<file path="src/rtl/nebula_wb_pkg.sv">
// Shared Wishbone types and constants for the nebula manager ports.
package nebula_wb_pkg;

    localparam int unsigned WB_ADDR_W          = 32;
    localparam int unsigned WB_DATA_W          = 32;
    localparam int unsigned WB_SEL_W           = 4;
    localparam int unsigned TIMEOUT_CYCLES_DEF = 255;

    localparam logic [WB_DATA_W-1:0] RSP_ERR_DATA = 32'h0;

    typedef enum logic [1:0] {
        IDLE,
        BUS,
        RESP
    } wb_state_e;

    typedef struct packed {
        logic                 we;
        logic [WB_SEL_W-1:0]  sel;
        logic [WB_ADDR_W-1:0] adr;
        logic [WB_DATA_W-1:0] dat;
    } wb_req_t;

    // A request that cannot be issued as a single aligned word access.
    function automatic logic req_is_bad(input logic [WB_ADDR_W-1:0] adr,
                                        input logic [WB_SEL_W-1:0]  sel);
        return (adr[1:0] != 2'b00) || (sel == '0);
    endfunction

endpackage

</file>
<file path="src/rtl/wishbone_manager_if.sv">
// Requester handshake plus Wishbone manager bus of one wishbone_manager port.
interface wishbone_manager_if;
    import nebula_wb_pkg::*;

    logic                 req_valid_i;
    logic                 req_ready_o;
    logic                 req_we_i;
    logic [WB_ADDR_W-1:0] req_adr_i;
    logic [WB_DATA_W-1:0] req_dat_i;
    logic [WB_SEL_W-1:0]  req_sel_i;

    logic                 rsp_valid_o;
    logic                 rsp_ready_i;
    logic [WB_DATA_W-1:0] rsp_dat_o;
    logic                 rsp_err_o;

    logic                 wbm_cyc_o;
    logic                 wbm_stb_o;
    logic                 wbm_we_o;
    logic [WB_SEL_W-1:0]  wbm_sel_o;
    logic [WB_ADDR_W-1:0] wbm_adr_o;
    logic [WB_DATA_W-1:0] wbm_dat_o;
    logic                 wbm_ack_i;
    logic [WB_DATA_W-1:0] wbm_dat_i;

    modport master (
        input  req_valid_i, req_we_i, req_adr_i, req_dat_i, req_sel_i,
        input  rsp_ready_i, wbm_ack_i, wbm_dat_i,
        output req_ready_o, rsp_valid_o, rsp_dat_o, rsp_err_o,
        output wbm_cyc_o, wbm_stb_o, wbm_we_o, wbm_sel_o, wbm_adr_o, wbm_dat_o
    );

    modport slave (
        output req_valid_i, req_we_i, req_adr_i, req_dat_i, req_sel_i,
        output rsp_ready_i, wbm_ack_i, wbm_dat_i,
        input  req_ready_o, rsp_valid_o, rsp_dat_o, rsp_err_o,
        input  wbm_cyc_o, wbm_stb_o, wbm_we_o, wbm_sel_o, wbm_adr_o, wbm_dat_o
    );

endinterface

</file>
<file path="src/rtl/wishbone_manager.sv">
// Single-outstanding Wishbone classic initiator with alignment check and
// ACK timeout, bridging a valid/ready request/response port onto the bus.
module wishbone_manager
    import nebula_wb_pkg::*;
#(
    parameter int unsigned TIMEOUT_CYCLES = TIMEOUT_CYCLES_DEF,
    parameter int unsigned CNT_W          = 16
) (
    input  logic               wb_clk_i,
    input  logic               wb_rst_i,
    wishbone_manager_if.master bus,
    output logic               busy_o
);

    wb_state_e            state_q, state_d;
    wb_req_t              req_q, req_d;
    logic                 cyc_q, cyc_d;
    logic                 ready_q, ready_d;
    logic                 busy_q, busy_d;
    logic                 rsp_valid_q, rsp_valid_d;
    logic                 rsp_err_q, rsp_err_d;
    logic [WB_DATA_W-1:0] rsp_dat_q, rsp_dat_d;
    logic [CNT_W-1:0]     cnt_q, cnt_d;
    logic [CNT_W-1:0]     cnt_inc;

    // State and registered outputs; reset drops CYC/STB immediately.
    always_ff @(posedge wb_clk_i or posedge wb_rst_i) begin
        if (wb_rst_i) begin
            state_q     <= IDLE;
            req_q       <= '0;
            cyc_q       <= 1'b0;
            ready_q     <= 1'b1;
            busy_q      <= 1'b0;
            rsp_valid_q <= 1'b0;
            rsp_err_q   <= 1'b0;
            rsp_dat_q   <= '0;
            cnt_q       <= '0;
        end else begin
            state_q     <= state_d;
            req_q       <= req_d;
            cyc_q       <= cyc_d;
            ready_q     <= ready_d;
            busy_q      <= busy_d;
            rsp_valid_q <= rsp_valid_d;
            rsp_err_q   <= rsp_err_d;
            rsp_dat_q   <= rsp_dat_d;
            cnt_q       <= cnt_d;
        end
    end

    // Next state and next values of every registered output.
    always_comb begin
        state_d     = state_q;
        req_d       = req_q;
        cyc_d       = cyc_q;
        rsp_valid_d = rsp_valid_q;
        rsp_err_d   = rsp_err_q;
        rsp_dat_d   = rsp_dat_q;
        cnt_d       = cnt_q;
        cnt_inc     = cnt_q + CNT_W'(1);

        unique case (state_q)
            IDLE: begin
                if (bus.req_valid_i && ready_q) begin
                    req_d.we  = bus.req_we_i;
                    req_d.sel = bus.req_sel_i;
                    req_d.adr = bus.req_adr_i;
                    req_d.dat = bus.req_dat_i;
                    cnt_d     = '0;
                    if (req_is_bad(bus.req_adr_i, bus.req_sel_i)) begin
                        state_d     = RESP;
                        rsp_valid_d = 1'b1;
                        rsp_err_d   = 1'b1;
                        rsp_dat_d   = RSP_ERR_DATA;
                    end else begin
                        state_d = BUS;
                        cyc_d   = 1'b1;
                    end
                end
            end
            BUS: begin
                cnt_d = cnt_inc;
                // ACK takes priority over a timeout expiring on the same edge.
                if (bus.wbm_ack_i) begin
                    state_d     = RESP;
                    cyc_d       = 1'b0;
                    rsp_valid_d = 1'b1;
                    rsp_err_d   = 1'b0;
                    rsp_dat_d   = req_q.we ? '0 : bus.wbm_dat_i;
                end else if (cnt_inc == CNT_W'(TIMEOUT_CYCLES)) begin
                    state_d     = RESP;
                    cyc_d       = 1'b0;
                    rsp_valid_d = 1'b1;
                    rsp_err_d   = 1'b1;
                    rsp_dat_d   = RSP_ERR_DATA;
                end
            end
            RESP: begin
                if (bus.rsp_ready_i) begin
                    state_d     = IDLE;
                    rsp_valid_d = 1'b0;
                    cnt_d       = '0;
                end
            end
            default: begin
                state_d     = IDLE;
                cyc_d       = 1'b0;
                rsp_valid_d = 1'b0;
            end
        endcase

        ready_d = (state_d == IDLE);
        busy_d  = (state_d != IDLE);
    end

    assign bus.req_ready_o = ready_q;
    assign bus.rsp_valid_o = rsp_valid_q;
    assign bus.rsp_err_o   = rsp_err_q;
    assign bus.rsp_dat_o   = rsp_dat_q;
    assign bus.wbm_cyc_o   = cyc_q;
    assign bus.wbm_stb_o   = cyc_q;
    assign bus.wbm_we_o    = req_q.we;
    assign bus.wbm_sel_o   = req_q.sel;
    assign bus.wbm_adr_o   = req_q.adr;
    assign bus.wbm_dat_o   = req_q.dat;
    assign busy_o          = busy_q;

endmodule

</file>
<file path="src/flat_wrapper.sv">
// flat-port wrapper written by rule: the top's interface ports become plain ports
module wishbone_manager_flat import nebula_wb_pkg::*;
#(
    parameter int unsigned TIMEOUT_CYCLES = TIMEOUT_CYCLES_DEF,
    parameter int unsigned CNT_W          = 16
)
  (wb_clk_i, wb_rst_i, busy_o, bus_req_valid_i, bus_req_we_i, bus_req_adr_i, bus_req_dat_i, bus_req_sel_i, bus_rsp_ready_i, bus_wbm_ack_i, bus_wbm_dat_i, bus_req_ready_o, bus_rsp_valid_o, bus_rsp_dat_o, bus_rsp_err_o, bus_wbm_cyc_o, bus_wbm_stb_o, bus_wbm_we_o, bus_wbm_sel_o, bus_wbm_adr_o, bus_wbm_dat_o);
  wishbone_manager_if bus_i ();
  input  logic wb_clk_i;
  input  logic wb_rst_i;
  output logic busy_o;
  input wire logic [$bits(bus_i.req_valid_i)-1:0] bus_req_valid_i;
  input wire logic [$bits(bus_i.req_we_i)-1:0] bus_req_we_i;
  input wire logic [$bits(bus_i.req_adr_i)-1:0] bus_req_adr_i;
  input wire logic [$bits(bus_i.req_dat_i)-1:0] bus_req_dat_i;
  input wire logic [$bits(bus_i.req_sel_i)-1:0] bus_req_sel_i;
  input wire logic [$bits(bus_i.rsp_ready_i)-1:0] bus_rsp_ready_i;
  input wire logic [$bits(bus_i.wbm_ack_i)-1:0] bus_wbm_ack_i;
  input wire logic [$bits(bus_i.wbm_dat_i)-1:0] bus_wbm_dat_i;
  output wire logic [$bits(bus_i.req_ready_o)-1:0] bus_req_ready_o;
  output wire logic [$bits(bus_i.rsp_valid_o)-1:0] bus_rsp_valid_o;
  output wire logic [$bits(bus_i.rsp_dat_o)-1:0] bus_rsp_dat_o;
  output wire logic [$bits(bus_i.rsp_err_o)-1:0] bus_rsp_err_o;
  output wire logic [$bits(bus_i.wbm_cyc_o)-1:0] bus_wbm_cyc_o;
  output wire logic [$bits(bus_i.wbm_stb_o)-1:0] bus_wbm_stb_o;
  output wire logic [$bits(bus_i.wbm_we_o)-1:0] bus_wbm_we_o;
  output wire logic [$bits(bus_i.wbm_sel_o)-1:0] bus_wbm_sel_o;
  output wire logic [$bits(bus_i.wbm_adr_o)-1:0] bus_wbm_adr_o;
  output wire logic [$bits(bus_i.wbm_dat_o)-1:0] bus_wbm_dat_o;
  assign bus_i.req_valid_i = bus_req_valid_i;
  assign bus_i.req_we_i = bus_req_we_i;
  assign bus_i.req_adr_i = bus_req_adr_i;
  assign bus_i.req_dat_i = bus_req_dat_i;
  assign bus_i.req_sel_i = bus_req_sel_i;
  assign bus_i.rsp_ready_i = bus_rsp_ready_i;
  assign bus_i.wbm_ack_i = bus_wbm_ack_i;
  assign bus_i.wbm_dat_i = bus_wbm_dat_i;
  assign bus_req_ready_o = bus_i.req_ready_o;
  assign bus_rsp_valid_o = bus_i.rsp_valid_o;
  assign bus_rsp_dat_o = bus_i.rsp_dat_o;
  assign bus_rsp_err_o = bus_i.rsp_err_o;
  assign bus_wbm_cyc_o = bus_i.wbm_cyc_o;
  assign bus_wbm_stb_o = bus_i.wbm_stb_o;
  assign bus_wbm_we_o = bus_i.wbm_we_o;
  assign bus_wbm_sel_o = bus_i.wbm_sel_o;
  assign bus_wbm_adr_o = bus_i.wbm_adr_o;
  assign bus_wbm_dat_o = bus_i.wbm_dat_o;
  wishbone_manager #(.TIMEOUT_CYCLES(TIMEOUT_CYCLES), .CNT_W(CNT_W)) u_core (.wb_clk_i(wb_clk_i), .wb_rst_i(wb_rst_i), .bus(bus_i), .busy_o(busy_o));
endmodule
</file>
<file path="config.mk">
export PLATFORM = sky130hd
export DESIGN_NAME = wishbone_manager_flat
export DESIGN_NICKNAME = d
export VERILOG_FILES = /design/src/rtl/nebula_wb_pkg.sv /design/src/rtl/wishbone_manager_if.sv /design/src/rtl/wishbone_manager.sv /design/src/flat_wrapper.sv
export SDC_FILE = /design/constraint.sdc
export NUM_CORES = 1
export LEC_CHECK = 0
export CAP_MARGIN = 20
export CORE_ASPECT_RATIO = 2
export CORE_MARGIN = 10
export CORE_UTILIZATION = 47
export CTS_CLUSTER_DIAMETER = 40
export CTS_CLUSTER_SIZE = 12
export DETAILED_ROUTE_END_ITERATION = 6
export GPL_TIMING_DRIVEN = 0
export PLACE_DENSITY_LB_ADDON = 0.15
export SLEW_MARGIN = 25
export SYNTH_ARGS = -nofsm -noshare
export SYNTH_HDL_FRONTEND = slang
export SYNTH_SLANG_ARGS = --single-unit
</file>
<file path="constraint.sdc">
create_clock -name wb_clk_i -period 6.85 [get_ports wb_clk_i]
set_input_delay 0.685 -clock wb_clk_i [delete_from_list [all_inputs] [get_ports wb_clk_i]]
set_output_delay 0.685 -clock wb_clk_i [all_outputs]
set_load 0.02 [all_outputs]
</file>
==> impl_metrics.env, run 1 <==
export IMPL_wl_per_cell_um=19.6
export IMPL_num_io_pins=213
export IMPL_share_of_flip_flops_with_an_asynchronous_set_or_reset=1.00
export IMPL_route_antenna_remaining_nets=0
export IMPL_post_route_cells_drive_above_1_share=0.211
export IMPL_fp_dieW_um=96.5
export IMPL_timing_max_slew_rel_slack=0.367
export IMPL_drt_iter0_drc=190
export IMPL_timing_critical_path_slowest_stage_cell="sky130_fd_sc_hd__nor3_1"
export IMPL_postCtsSetupBuffers=0
export IMPL_cts_reportedPaths_clkPinSlew_ns=0.06
export IMPL_cts_resized=0
export IMPL_cts_buffers=17
export IMPL_totalWireLength_mm=16.6
export IMPL_ir_drop_v=0.000340
export IMPL_netlist_top_cell_by_area="sky130_fd_sc_hd__dfrtp_1"
export IMPL_synth_top_area_frac=0.560
export IMPL_postCtsHoldBufs=0
export IMPL_post_synth_top_count_cell="sky130_fd_sc_hd__dfrtp_1"
export IMPL_setup_viol_count_final=0
export IMPL_worstSetupStartpointType="input pin"
export IMPL_synth_fp_nets=568
export IMPL_synthesis_instances=460
export IMPL_dr_pass1_iters=4
export IMPL_p_int_mw=2.30
export IMPL_portBuffers=212
export IMPL_finalHoldWorstSlack_ns=0.505
export IMPL_clock_path_buffers=2
export IMPL_swShare=0.361
export IMPL_clockRootBuffer="sky130_fd_sc_hd__clkbuf_16"
export IMPL_cts_sinks=124
export IMPL_tritoncts="built"
export IMPL_grt_first_pass_wirelength_mm=26.6
export IMPL_power_density_nw_per_um2=429
export IMPL_dp_final_hpwl_mm=12.8
export IMPL_grtUsageTotal=0.204
export IMPL_syn_cell_area_um2=5500
export IMPL_antenna_found_initial=1
export IMPL_power_sequential_fraction=0.330
export IMPL_finalPower_mw=3.60
export IMPL_via_count=4564
export IMPL_pwr_share_comb=0.442
export IMPL_fraction_of_the_mapped_netlist_area_in_simple_logic_gates=0.0871
export IMPL_startpoint="bus_req_valid_i"
export IMPL_largest_family_of_logic_cells_by_synthesized_area="compound AO/OA/AOI/OAI gates"
export IMPL_synth_flop_cell="sky130_fd_sc_hd__dfrtp_1"
export IMPL_unrepaired_setup_endpoints_after_global_routing="no"
export IMPL_dieArea_um2=16700
export IMPL_chipHeight_um=173
export IMPL_leakage_dissipation_nw=3.37
export IMPL_via_per_inst=5.38
export IMPL_holdCritPathClass="flip-flop to flip-flop"
export IMPL_number_of_global_route_vias_before_repair=5071
export IMPL_timing_critical_path_arrival_ns=2.93
export IMPL_final_hold_viol_count=0
export IMPL_detail_route_drc_violations=0
export IMPL_maxClockFrequency_mhz=380
export IMPL_gp_congestion=0.871
export IMPL_syn_avg_cell_area_um2=12.0
export IMPL_min_delay_start="u_core.bus.wbm_dat_o[9]"
export IMPL_timing_max_transition_violations_final=0
export IMPL_tns_ns=0
export IMPL_clock_power_share=0.228
export IMPL_postSynthRegisterBits=124
export IMPL_fin_crit_period_ns=2.63
export IMPL_capturing_element_type_of_the_critical_path="flip-flop"
export IMPL_placement_setup_worst_slack_ns=3.74
export IMPL_synth_mux_area_fraction=0.141
export IMPL_r2r_start="u_core.bus.req_ready_o"
export IMPL_cts_htree_levels=4
export IMPL_final_layout_net_count=800
export IMPL_largest_stage_delay_worst_path_ns=0.73
export IMPL_layout_worst_path_cycle_share=0.384
export IMPL_overflow=0
export IMPL_floorplan_initialDensity=0.481
export IMPL_grt_max_degree=102
export IMPL_total_switching_power_mw=1.30
export IMPL_worstPathRequired_ns=7.15
export IMPL_post_synthesis_compound_gate_area_fraction=0.148
export IMPL_worstPathCellList="clkdlybuf4s50_1 -> nand2_1 -> nor3_1 -> clkbuf_1 -> mux2_2"
export IMPL_synth_edff_count=0
export IMPL_postLayoutSetupSlackWorst_ns=4.22
export IMPL_synthTopCellsByArea="sky130_fd_sc_hd__dfrtp_1 56%, sky130_fd_sc_hd__mux2_2 14%, sky130_fd_sc_hd__o21ai_2 4.6%, sky130_fd_sc_hd__a22oi_1 4.4%, sky130_fd_sc_hd__nand2_1 3.8%"
export IMPL_post_synth_fa_ha_maj_area_fraction=0.00455
export IMPL_netlist_cell_type_count=48
export IMPL_clkLatencyLatePin_ns=0.42
export IMPL_layout_area_overhead_vs_synth_pct=52.5
export IMPL_run_status="completed"
export IMPL_max_cap_viol_count=0
export IMPL_seq_area_frac_synth=0.564
export IMPL_core_area_um2=11400
export IMPL_rows=55
export IMPL_worst_slew_pin_slew_ns=0.942
export IMPL_synth_xor_area_share=0.0143
export IMPL_timing_setup_critical_path_class="input pin to flip-flop"
export IMPL_timing_clock_skew_ns=0.0114
export IMPL_yosys_warnings=0
export IMPL_post_synth_most_frequent_cells="123 x sky130_fd_sc_hd__dfrtp_1, 69 x sky130_fd_sc_hd__mux2_2, 56 x sky130_fd_sc_hd__nand2_1"
export IMPL_critical_path_max_fanout=10
## placed cells by master, fill, tap and decap left out, types with 4 or more instances in the layout
cell | synthesis | routed
sky130_fd_sc_hd__clkdlybuf4s50_1 | 0 | 212
sky130_fd_sc_hd__dfrtp_1 | 123 | 123
sky130_fd_sc_hd__mux2_2 | 69 | 69
sky130_fd_sc_hd__nand2_1 | 56 | 56
sky130_fd_sc_hd__a22oi_1 | 32 | 32
sky130_fd_sc_hd__o21ai_2 | 29 | 29
sky130_fd_sc_hd__nor2_1 | 21 | 21
sky130_fd_sc_hd__o21ai_0 | 21 | 21
sky130_fd_sc_hd__clkbuf_1 | 20 | 20
sky130_fd_sc_hd__clkbuf_16 | 0 | 17
sky130_fd_sc_hd__inv_1 | 9 | 8
sky130_fd_sc_hd__a21oi_1 | 7 | 7
sky130_fd_sc_hd__xnor2_1 | 7 | 7
sky130_fd_sc_hd__nand3_1 | 5 | 5
sky130_fd_sc_hd__nor3_1 | 5 | 5
sky130_fd_sc_hd__nand4_1 | 5 | 5
sky130_fd_sc_hd__inv_6 | 0 | 5
sky130_fd_sc_hd__buf_2 | 4 | 4
sky130_fd_sc_hd__a31oi_1 | 4 | 4
sky130_fd_sc_hd__clkinvlp_4 | 0 | 4
## per-layer routing
layer / up-vias / share of wire / global-route usage
li1: 2105 / - / -
met1: 2226 / 0.33 / 0.190
met2: 206 / 0.53 / 0.351
met3: 27 / 0.11 / 0.109
met4: 0 / 0.028 / 0.0816
met5: - / 0 / 0
## state kept, by name, indices dropped and copies added (netlist names)
signal / flops
u_core.bus.rsp_dat_o: 32
u_core.bus.rsp_err_o: 1
u_core.cnt_q: 16
u_core.bus.wbm_dat_o: 32
u_core.bus.wbm_we_o: 1
u_core.bus.wbm_cyc_o: 1
u_core.bus.wbm_sel_o: 4
u_core.busy_o: 1
u_core.bus.wbm_adr_o: 32
u_core.bus.req_ready_o: 1
u_core.state_q: 2
u_core.bus.rsp_valid_o: 1
## power by group through the flow
stage	combinational (mW)	sequential [mW]	clock [mW]
after floorplan	0.477	1.51	0
after global placement	1.57	1.18	0
after detailed placement	1.60	1.20	0
after CTS	1.62	1.19	0.833
after global routing	1.69	1.22	0.869
final	1.59	1.19	0.821
## layout make-up
cell class,count,area [um^2]
tap,142,178
clock buffer,18,439
timing repair buffer,213,2150
buffer,31,190
sequential,124,3100
multi-input combinational,296,2170
antenna,1,2.50
clock inverter,14,110
inverter,9,41.3
fill,831,3040
## stage by stage
step	cell area [um^2]	cells	util
floorplan	5500	460	-
global placement	7800	814	0.683
detailed placement	7840	815	0.686
CTS	8380	847	0.734
global route	8390	848	0.734
finish	8390	848	0.734
## worst max-delay path: cells and delay by family
family        cells  cell delay (ns)
mux               1             0.41
simple gates      2             0.82
buf+inv           2             1.01
## cell families after synthesis
family	count (synthesis)
adder cells (fa/ha/maj)	2
AO/OA/AOI/OAI	111
flip-flops	124
buffers and inverters	40
AND/OR/NAND/NOR	105
XOR/XNOR	9
multiplexers	69
## final timing paths
check	to	slack (ns)	cells after the start
min in group asynchronous	u_core.bus.wbm_dat_o[10]	0.60	2
min	u_core.bus.wbm_dat_o[9]	0.50	1
max reg2reg	u_core.bus.wbm_adr_o[5]	4.46	4
max in group asynchronous	u_core.cnt_q[12]	5.52	3
min reg2reg	u_core.bus.wbm_dat_o[9]	0.50	1
max	u_core.bus.wbm_adr_o[5]	4.22	5
Note: power is estimated with default switching activity, not from simulation.
==> run 2, diff against run 1 <==
--- a/config.mk
+++ b/config.mk
@@ -8,7 +8,7 @@
 export CAP_MARGIN = 20
 export CORE_ASPECT_RATIO = 2
 export CORE_MARGIN = 10
-export CORE_UTILIZATION = 47
+export CORE_UTILIZATION = 40
 export CTS_CLUSTER_DIAMETER = 40
 export CTS_CLUSTER_SIZE = 12
 export DETAILED_ROUTE_END_ITERATION = 6
==> constraint.sdc (replaced) <==
create_clock -name wb_clk_i -period 2.2 [get_ports wb_clk_i]
set_input_delay 0.22 -clock wb_clk_i [delete_from_list [all_inputs] [get_ports wb_clk_i]]
set_output_delay 0.22 -clock wb_clk_i [all_outputs]
set_load 0.02 [all_outputs]
==> impl_metrics.env, run 2 (synthesis gave the netlist of run 1 again) <==
export IMPL_clock_power_share=0.257
export IMPL_setup_viol_count_final=0
export IMPL_startpoint="u_core.cnt_q[1]"
export IMPL_fin_crit_period_ns=2.13
export IMPL_via_count=4566
export IMPL_pwr_share_comb=0.428
export IMPL_cts_buffers=17
export IMPL_maxClockFrequency_mhz=468
export IMPL_dieArea_um2=19100
export IMPL_leakage_dissipation_nw=3.50
export IMPL_via_per_inst=5.25
export IMPL_crit_family="buffers and inverters"
export IMPL_detail_route_drc_violations=0
export IMPL_rows=60
export IMPL_final_cell_mix="212 x sky130_fd_sc_hd__clkdlybuf4s50_1, 121 x sky130_fd_sc_hd__dfrtp_1, 69 x sky130_fd_sc_hd__mux2_2, 56 x sky130_fd_sc_hd__nand2_1, 32 x sky130_fd_sc_hd__a22oi_1"
export IMPL_dr_pass1_iters=4
export IMPL_post_route_cells_drive_above_1_share=0.253
export IMPL_power_density_nw_per_um2=1350
export IMPL_layout_area_overhead_vs_synth_pct=58.2
export IMPL_power_sequential_fraction=0.315
export IMPL_r2r_setup_slk_ns=0.07
export IMPL_wl_per_cell_um=19.7
export IMPL_core_area_um2=13400
export IMPL_timing_critical_path_slowest_stage_cell="sky130_fd_sc_hd__dfrtp_1"
export IMPL_timing_clock_skew_ns=0.0116
export IMPL_insertedDiodeCount=0
export IMPL_worstPathRequired_ns=2.49
export IMPL_timing_max_slew_rel_slack=0.621
export IMPL_overflow=0
export IMPL_cts_reportedPaths_clkPinSlew_ns=0.06
export IMPL_floorplan_initialDensity=0.409
export IMPL_buffers_and_inverters_on_the_worst_path=4
export IMPL_critical_path_top_cell_by_count="sky130_fd_sc_hd__buf_4"
export IMPL_p_int_mw=7.68
export IMPL_final_hold_viol_count=0
export IMPL_dp_final_hpwl_mm=13.4
export IMPL_layout_commonest_cell="sky130_fd_sc_hd__clkdlybuf4s50_1"
export IMPL_worstPathCellList="buf_4 -> nand4_1 -> buf_4 -> nor4_2 -> a2bb2oi_1 -> and4bb_1 -> buf_6 -> buf_12 -> o21ai_2"
export IMPL_final_layout_net_count=810
export IMPL_grt_max_degree=34
export IMPL_r2r_start="u_core.cnt_q[1]"
export IMPL_clockRootBuffer="sky130_fd_sc_hd__clkbuf_16"
export IMPL_postCtsHoldBufs=0
export IMPL_gp_congestion=0.851
export IMPL_chipHeight_um=186
export IMPL_num_io_pins=213
export IMPL_timing_max_transition_violations_final=0
export IMPL_total_switching_power_mw=4.03
export IMPL_layout_worst_path_cycle_share=0.970
export IMPL_largest_stage_delay_worst_path_ns=0.41
export IMPL_swShare=0.344
export IMPL_clock_path_buffers=2
export IMPL_drt_iter0_drc=223
export IMPL_worstSetupStartpointType="flip-flop"
export IMPL_timing_setup_critical_path_class="flip-flop to flip-flop"
export IMPL_final_core_utilization=0.647
export IMPL_totalWireLength_mm=17.1
export IMPL_max_cap_viol_count=0
export IMPL_antenna_found_initial=0
export IMPL_capturing_element_type_of_the_critical_path="flip-flop"
export IMPL_cts_htree_levels=4
export IMPL_grtUsageTotal=0.183
export IMPL_number_of_global_route_vias_before_repair=4971
export IMPL_tritoncts="built"
export IMPL_route_antenna_remaining_nets=0
export IMPL_cts_sinks=124
export IMPL_number_of_inserted_filler_cells_in_the_final_layout=1026
export IMPL_grt_first_pass_wirelength_mm=26.7
export IMPL_clkLatencyLatePin_ns=0.42
export IMPL_critical_path_max_fanout=10
export IMPL_portBuffers=212
export IMPL_fp_dieW_um=103
export IMPL_run_status="completed"
export IMPL_worst_slew_pin_slew_ns=0.562
export IMPL_finalHoldWorstSlack_ns=0.0725
export IMPL_timing_critical_path_arrival_ns=2.43
export IMPL_ir_drop_v=0.000986
export IMPL_holdCritPathClass="input pin to asynchronous set/reset pin"
## run 2: worst paths after layout
check                                           end  cells past startpoint
max reg2reg                 u_core.bus.rsp_dat_o[7]                      9
min in group wb_clk_i      u_core.bus.wbm_adr_o[10]                      2
max                         u_core.bus.rsp_dat_o[7]                      9
max in group asynchronous      u_core.bus.wbm_cyc_o                      5
min                         u_core.bus.wbm_dat_o[6]                      2
min reg2reg                u_core.bus.wbm_dat_o[10]                      1
## run 2: worst register-to-register path, stage by stage (launching register included)
cell and delay (ns):
sky130_fd_sc_hd__dfrtp_1 0.41, sky130_fd_sc_hd__buf_4 0.15, sky130_fd_sc_hd__nand4_1 0.11, sky130_fd_sc_hd__buf_4 0.19, sky130_fd_sc_hd__nor4_2 0.27, sky130_fd_sc_hd__a2bb2oi_1 0.21, sky130_fd_sc_hd__and4bb_1 0.27, sky130_fd_sc_hd__buf_6 0.18
sky130_fd_sc_hd__buf_12 0.16, sky130_fd_sc_hd__o21ai_2 0.07
## run 2: routing by layer
layer / wire (um) / up-vias / track usage
met5: 0 / - / 0
met4: 310 / 0 / 0.0621
met3: 1670 / 22 / 0.0843
met2: 9530 / 171 / 0.341
met1: 5640 / 2249 / 0.164
li1: - / 2124 / -
## run 2: power groups by stage
stage	Combinational [mW]	Sequential [mW]	Clock [mW]
final	5.01	3.69	3.01
after floorplan	1.49	4.71	0
after CTS	5.08	3.70	3.07
after detailed placement	5.02	3.72	0
after global placement	4.92	3.66	0
after global routing	5.32	3.81	3.17
## run 2: layout make-up
class / count / area, um^2 / area share
multi-input combinational: 296 / 2250 / 0.259
timing repair buffer: 225 / 2280 / 0.263
inverter: 9 / 37.5 / 0.00431
clock buffer: 20 / 457 / 0.0525
sequential: 124 / 3110 / 0.357
clock inverter: 12 / 186 / 0.0214
buffer: 29 / 185 / 0.0213
tap: 155 / 194 / 0.0223
## run 2: per-stage QoR
stage / setup WS, ns / instance area, um^2 / setup TNS, ns / total power, mW / instances
after floorplan: 0.139 / 5500 / 0 / 6.20 / 460
after global placement: -0.710 / 7820 / -132.86 / 8.58 / 827
after detailed placement: -0.546 / 7900 / -50.89 / 8.74 / 831
after CTS: 0.00890 / 8600 / 0 / 11.9 / 866
after global routing: -0.0570 / 8700 / -1.13 / 12.3 / 870
final: 0.0654 / 8700 / 0 / 11.7 / 870
## run 2: what timing repair did
action | CTS | global route
gates resized for setup | 7 | 26
pin swaps | 1 | 7
setup buffers | 2 | 5
cloned | 1 | 1
endpoints found under the setup margin | 106 | 101
